`src/rtl/neural_pkg.sv`:
```
// rtl/neural_pkg.sv - shared types, defaults and width helpers for the sequential neuron MAC
package neural_pkg;

  typedef enum logic {ACC, HOLD} state_t;

  localparam int DEF_LANES      = 10;
  localparam int DEF_DW         = 8;
  localparam int DEF_ACC_W      = 24;
  localparam int DEF_FRAC_SHIFT = 4;
  localparam int DEF_OUT_W      = 8;

  // All intermediate arithmetic is carried in 64 bits; ACC_W must stay below 63.
  typedef logic signed [63:0] wide_t;

  function automatic wide_t ext(input logic [63:0] value, input int width, input bit is_signed);
    logic [63:0] mask;
    logic [63:0] res;
    mask = (64'd1 << width) - 64'd1;
    res  = value & mask;
    if (is_signed && value[6'(width - 1)]) res = res | ~mask;
    return wide_t'(res);
  endfunction

  function automatic wide_t sat(input wide_t value, input int width, input bit is_signed);
    wide_t hi;
    wide_t lo;
    hi = is_signed ? (64'sd1 <<< (width - 1)) - 64'sd1 : (64'sd1 <<< width) - 64'sd1;
    lo = is_signed ? -(64'sd1 <<< (width - 1)) : 64'sd0;
    if (value > hi)      return hi;
    else if (value < lo) return lo;
    else                 return value;
  endfunction

endpackage

```
`src/rtl/neural_lane_dot.sv`:
```
// rtl/neural_lane_dot.sv - combinational full-width dot product of one beat
module neural_lane_dot #(
  parameter int LANES  = 10,
  parameter int DW     = 8,
  parameter int SIGNED = 0,
  parameter int SUM_W  = 2 * DW + $clog2(LANES) + 1
) (
  input  logic [LANES*DW-1:0]     data,
  input  logic [LANES*DW-1:0]     weight,
  output logic signed [SUM_W-1:0] dot
);

  logic [2*DW-1:0] de, we, prod;

  // Operands are extended to 2*DW first so one truncated multiply serves both signed modes.
  always_comb begin
    de   = '0;
    we   = '0;
    prod = '0;
    dot  = '0;
    for (int i = 0; i < LANES; i++) begin
      de   = (SIGNED != 0) ? {{DW{data[i*DW+DW-1]}}, data[i*DW +: DW]}
                           : {{DW{1'b0}}, data[i*DW +: DW]};
      we   = (SIGNED != 0) ? {{DW{weight[i*DW+DW-1]}}, weight[i*DW +: DW]}
                           : {{DW{1'b0}}, weight[i*DW +: DW]};
      prod = de * we;
      dot  = dot + ((SIGNED != 0) ? SUM_W'($signed(prod)) : SUM_W'(prod));
    end
  end

endmodule

```
`src/rtl/neural_mac_seq.sv`:
```
// rtl/neural_mac_seq.sv - time-multiplexed neuron: beat accumulation, requantise, psum, ReLU, saturate
module neural_mac_seq
  import neural_pkg::*;
#(
  parameter int LANES      = DEF_LANES,
  parameter int DW         = DEF_DW,
  parameter int SIGNED     = 0,
  parameter int ACC_W      = DEF_ACC_W,
  parameter int FRAC_SHIFT = DEF_FRAC_SHIFT,
  parameter int OUT_W      = DEF_OUT_W,
  parameter int RELU       = 0
) (
  input  logic                clk,
  input  logic                rst,
  input  logic                in_valid,
  output logic                in_ready,
  input  logic                in_first,
  input  logic                in_last,
  input  logic [LANES*DW-1:0] in_data,
  input  logic [LANES*DW-1:0] in_weight,
  input  logic [ACC_W-1:0]    bias,
  input  logic                use_psum,
  input  logic [OUT_W-1:0]    psum_in,
  output logic                out_valid,
  input  logic                out_ready,
  output logic [OUT_W-1:0]    out_data,
  output logic                out_sat
);

  localparam int SUM_W = 2 * DW + $clog2(LANES) + 1;
  localparam bit SGN   = (SIGNED != 0);

  state_t state, state_next;
  logic [ACC_W-1:0] acc;
  logic frame_open, frame_sat, use_psum_q;
  logic signed [SUM_W-1:0] dot;
  wide_t base, sum, acc_new, r, o;
  logic accept, restart, clamp, sat_new, psum_sel;

  neural_lane_dot #(.LANES(LANES), .DW(DW), .SIGNED(SIGNED), .SUM_W(SUM_W)) u_dot (
    .data   (in_data),
    .weight (in_weight),
    .dot    (dot)
  );

  always_ff @(posedge clk or posedge rst) begin
    if (rst) state <= ACC;
    else     state <= state_next;
  end

  always_comb begin
    state_next = state;
    in_ready   = 1'b0;
    out_valid  = 1'b0;
    case (state)
      ACC: begin
        in_ready = 1'b1;
        if (in_valid && in_last) state_next = HOLD;
      end
      HOLD: begin
        out_valid = 1'b1;
        if (out_ready) state_next = ACC;
      end
      default: state_next = ACC;
    endcase
  end

  assign accept  = in_valid && in_ready;
  // A beat with no frame open starts one even without in_first.
  assign restart = in_first || !frame_open;

  always_comb begin
    base     = restart ? ext(64'(bias), ACC_W, SGN) : ext(64'(acc), ACC_W, SGN);
    sum      = base + wide_t'(dot);
    acc_new  = sat(sum, ACC_W, SGN);
    clamp    = (acc_new != sum);
    sat_new  = (!restart && frame_sat) || clamp;
    psum_sel = restart ? use_psum : use_psum_q;
    r        = (acc_new >>> FRAC_SHIFT) + (psum_sel ? ext(64'(psum_in), OUT_W, SGN) : 64'sd0);
    if (RELU != 0 && SGN && r < 0) r = 64'sd0;
    o        = sat(r, OUT_W, SGN);
  end

  always_ff @(posedge clk or posedge rst) begin
    if (rst) begin
      acc        <= '0;
      frame_open <= 1'b0;
      frame_sat  <= 1'b0;
      use_psum_q <= 1'b0;
      out_data   <= '0;
      out_sat    <= 1'b0;
    end else if (accept) begin
      acc        <= acc_new[ACC_W-1:0];
      frame_sat  <= sat_new;
      use_psum_q <= psum_sel;
      frame_open <= !in_last;
      if (in_last) begin
        out_data <= o[OUT_W-1:0];
        out_sat  <= sat_new || (o != r);
      end
    end
  end

endmodule

```
`config.mk`:
```
export PLATFORM = sky130hd
export DESIGN_NAME = neural_mac_seq
export DESIGN_NICKNAME = d
export VERILOG_FILES = /design/src/rtl/neural_pkg.sv /design/src/rtl/neural_lane_dot.sv /design/src/rtl/neural_mac_seq.sv
export SDC_FILE = /design/constraint.sdc
export NUM_CORES = 2
export LEC_CHECK = 0
export BUFFER_PORTS_ARGS = -buffer_cell sky130_fd_sc_hd__clkbuf_2
export CAP_MARGIN = 20
export CORE_MARGIN = 4
export CORE_UTILIZATION = 60
export CTS_CLUSTER_SIZE = 10
export DETAILED_ROUTE_END_ITERATION = 8
export GPL_ROUTABILITY_DRIVEN = 0
export GPL_TIMING_DRIVEN = 0
export PLACE_DENSITY = 0.8
export SLEW_MARGIN = 5
export SYNTH_ARGS = -nofsm -noshare
export SYNTH_HDL_FRONTEND = slang
export SYNTH_HIERARCHICAL = 1
export SYNTH_SLANG_ARGS = --single-unit
```
`constraint.sdc`:
```
create_clock -name clk -period 11.54 [get_ports clk]
set_input_delay 2.308 -clock clk [delete_from_list [all_inputs] [get_ports clk]]
set_output_delay 2.308 -clock clk [all_outputs]
set_load 0.005 [all_outputs]
```
==> results by group <==
STA
  – Final period demand of the worst path: 18.41 ns
  – Fmax: 54.31 MHz
  – Max Transition Viols Final: 0
  – Setup ws final: -6.873 ns
  – RSZ-0062 raised after global routing: yes
  – Final setup violation count: 34
  – Slew @ Worst Pin: 0.9889 ns
  – Final Cycle Share: 159.6%
  – Skew final: 0.008195 ns
  – Slew HR: 33.03%
  – Fin. Hold Viols: 0

Die
  – Die H: 223.9 um
  – Core ar.: 45770 sq um
  – Die X: 223.9 um
  – Starting Density: 61.10%
  – Row cnt: 78
  – Ports: 210
  – Die area: 50130 sq um

CTS
  – Clk sinks: 37
  – CTS tree: done
  – Worst-Skew Late Latency: 0.29 ns
  – Clock edge transition at the registers on the reported setup and hold paths: 0.06 ns
  – CTS Buf Count: 5
  – Htree depth: 2
  – Clk buf depth: 2
  – Root buf cell: clkbuf_16

GRT
  – First-pass GRT wire length: 118900 um
  – Grt ovf: 0
  – Antenna violations before repair: 0
  – Vias in the first global route: 23570
  – Gr usage total: 29.11%
  – Largest net degree at the start of global routing: 38

Route
  – DR vias: 22600
  – DRT Pass-1 Iters: 6
  – 1st-iter DRT viols: 1726
  – Via-to-Cell Ratio: 5.568
  – Total wire length: 72930 um
  – Antenna viol nets, final: 0
  – Wirelength per Cell: 17.97 um
  – DRC viols: 0

Hold path
  – HP Start: acc[9]
  – Hold crit path type: flip-flop to flip-flop
  – WHS Endpoint: acc[9]
  – Hold path depth: 2

Worst setup path
  – Data arrival, critical path: 18.59 ns
  – R2R Path Start: frame_open
  – RR Endpoint: out_data[1]
  – R2R depth: 27
  – Crit. End Element: flip-flop
  – Worst path slowest cell: fa_1
  – Internal reg-to-reg setup slack: 4.40 ns
  – Largest delay share family, worst path: adder cells
  – Worst Path Required: 11.72 ns
  – Crit path top cell by count: fa_1
  – Worst-path fanout max: 8
  – CP Launch Type: input port
  – CP bufs+invs: 16
  – Critical path type: input port to flip-flop
  – Crit-path max cell delay: 0.60 ns
  – Worst Setup SP: in_data[17]

Run status
  – Status: finished with violations
  – Failing checks: setup timing

Yosys
  – Commonest cells post-synth: inv_1, fa_1, nand2_1, and2_1, ha_1
  – Synth Cell Area: 27970 sq um
  – Largest area contributor in the netlist: fa_1
  – Mapped Cells: 3171
  – Most common cell in the synthesized netlist: inv_1
  – Yosys reg bits: 37
  – Number of flops mapped to enable cells by yosys: 0
  – Post-synth top area share: 42.66%
  – Most common flop cell mapped by yosys: dfrtp_1
  – Average cell area after synthesis: 8.819 sq um
  – Ys async rst share: 100.0%
  – Area contributors post-synth: fa_1, ha_1, inv_1
  – Syn_nets: 4309
  – Register area share after synthesis: 3.311%
  – Yosys warnings: 6
  – Yosys cell types: 80

Finish
  – # diodes: 0
  – Nets@finish: 4596
  – Area growth from synthesis to layout: 12.90%
  – Fill cell count: 3522
  – Share of cells above drive strength 1: 13.65%

Placement
  – Buffers added on ports: 208
  – DP HPWL: 61870 um
  – Place WS: -7.941 ns

Run
  – Max Cap Violations: 0
==> cell type report <==
cell class | instances | area [sq um] | area share (%)
buffer | 34 | 257.7 | 0.8163
clock buffer | 5 | 125.1 | 0.3963
clock inverter | 3 | 46.29 | 0.1466
inverter | 800 | 3003 | 9.511
multi-input combinational | 2295 | 24610 | 77.93
sequential | 37 | 925.9 | 2.932
tap | 600 | 750.7 | 2.378
timing repair buffer | 285 | 1859 | 5.889
==> cell families after synthesis <==
logic type	count (synthesis)	share of synthesized area [%]
simple gates	997	17.74
flops	37	3.311
mux	10	0.3803
buf+inv	839	11.44
xor+xnor	56	1.754
compound gates	293	7.364
fa+ha+maj	939	58.01
==> metal layers <==
layer / wire (um) / global-route usage [%]
met5: 0 / 0
met3: 4453 / 2.346
met1: 29540 / 39.93
met4: 2945 / 9.445
met2: 35990 / 49.67
==> how the worst max path moves through the flow <==
stage / endpoint / slack [ns] / cells after the start
finish: out_data[1] / -6.87 / 65
global route: out_data[1] / -7.36 / 64
CTS: out_data[1] / -6.61 / 64
detailed placement: out_data[1] / -7.94 / 63
global placement: out_data[0] / -7.73 / 63
floorplan: out_data[0] / -5.94 / 65
==> worst min-delay path, stage by stage, from the launching register on <==
cell and delay [ns]:
dfrtp_1 0.34, nand2_1 0.05, nand2_1 0.05
==> state kept, by name, summed over array words and instances, names as in the netlist <==
name	count
acc	24
out_data	8
frame_open	1
frame_sat	1
out_sat	1
state	1
use_psum_q	1
==> stage by stage <==
step | instance area, sq um | setup TNS [ns] | hold slack, ns | instances | utilization [%]
floorplan | 28190 | -131.87 | 0.4456 | 3171 | -
CTS | 31150 | -154.58 | 0.4777 | 4034 | 68.06
detailed placement | 29980 | -189.16 | 0.4627 | 3979 | 65.51
global route | 31570 | -174.60 | 0.5078 | 4059 | 68.98
finish | 31570 | -160.87 | 0.4728 | 4059 | 68.98
global placement | 29980 | -182.80 | 0.4604 | 3979 | 65.51
==> timing repair <==
action	CTS	global route
buffers inserted	50	29
endpoints found under the hold margin	0	0
pin swaps	69	38
gates resized for setup	173	69
setup endpoints to repair	34	34
cloned	1	0
hold buffers	0	0
==> layout by cell type, fill, tap and decap left out, types with 24 or more instances in the layout <==
master	netlist	routed
a21oi_1	65	51
and2_1	382	367
buf_4	0	64
buf_6	6	24
clkbuf_2	0	176
dfrtp_1	37	37
fa_1	596	590
ha_1	343	329
inv_1	800	788
nand2_1	445	435
nor2_1	64	55
o21ai_0	50	25
xnor2_1	40	39
Power is not shown: default switching activity piles up to over one toggle a cycle in this logic, so the estimate is an artifact.
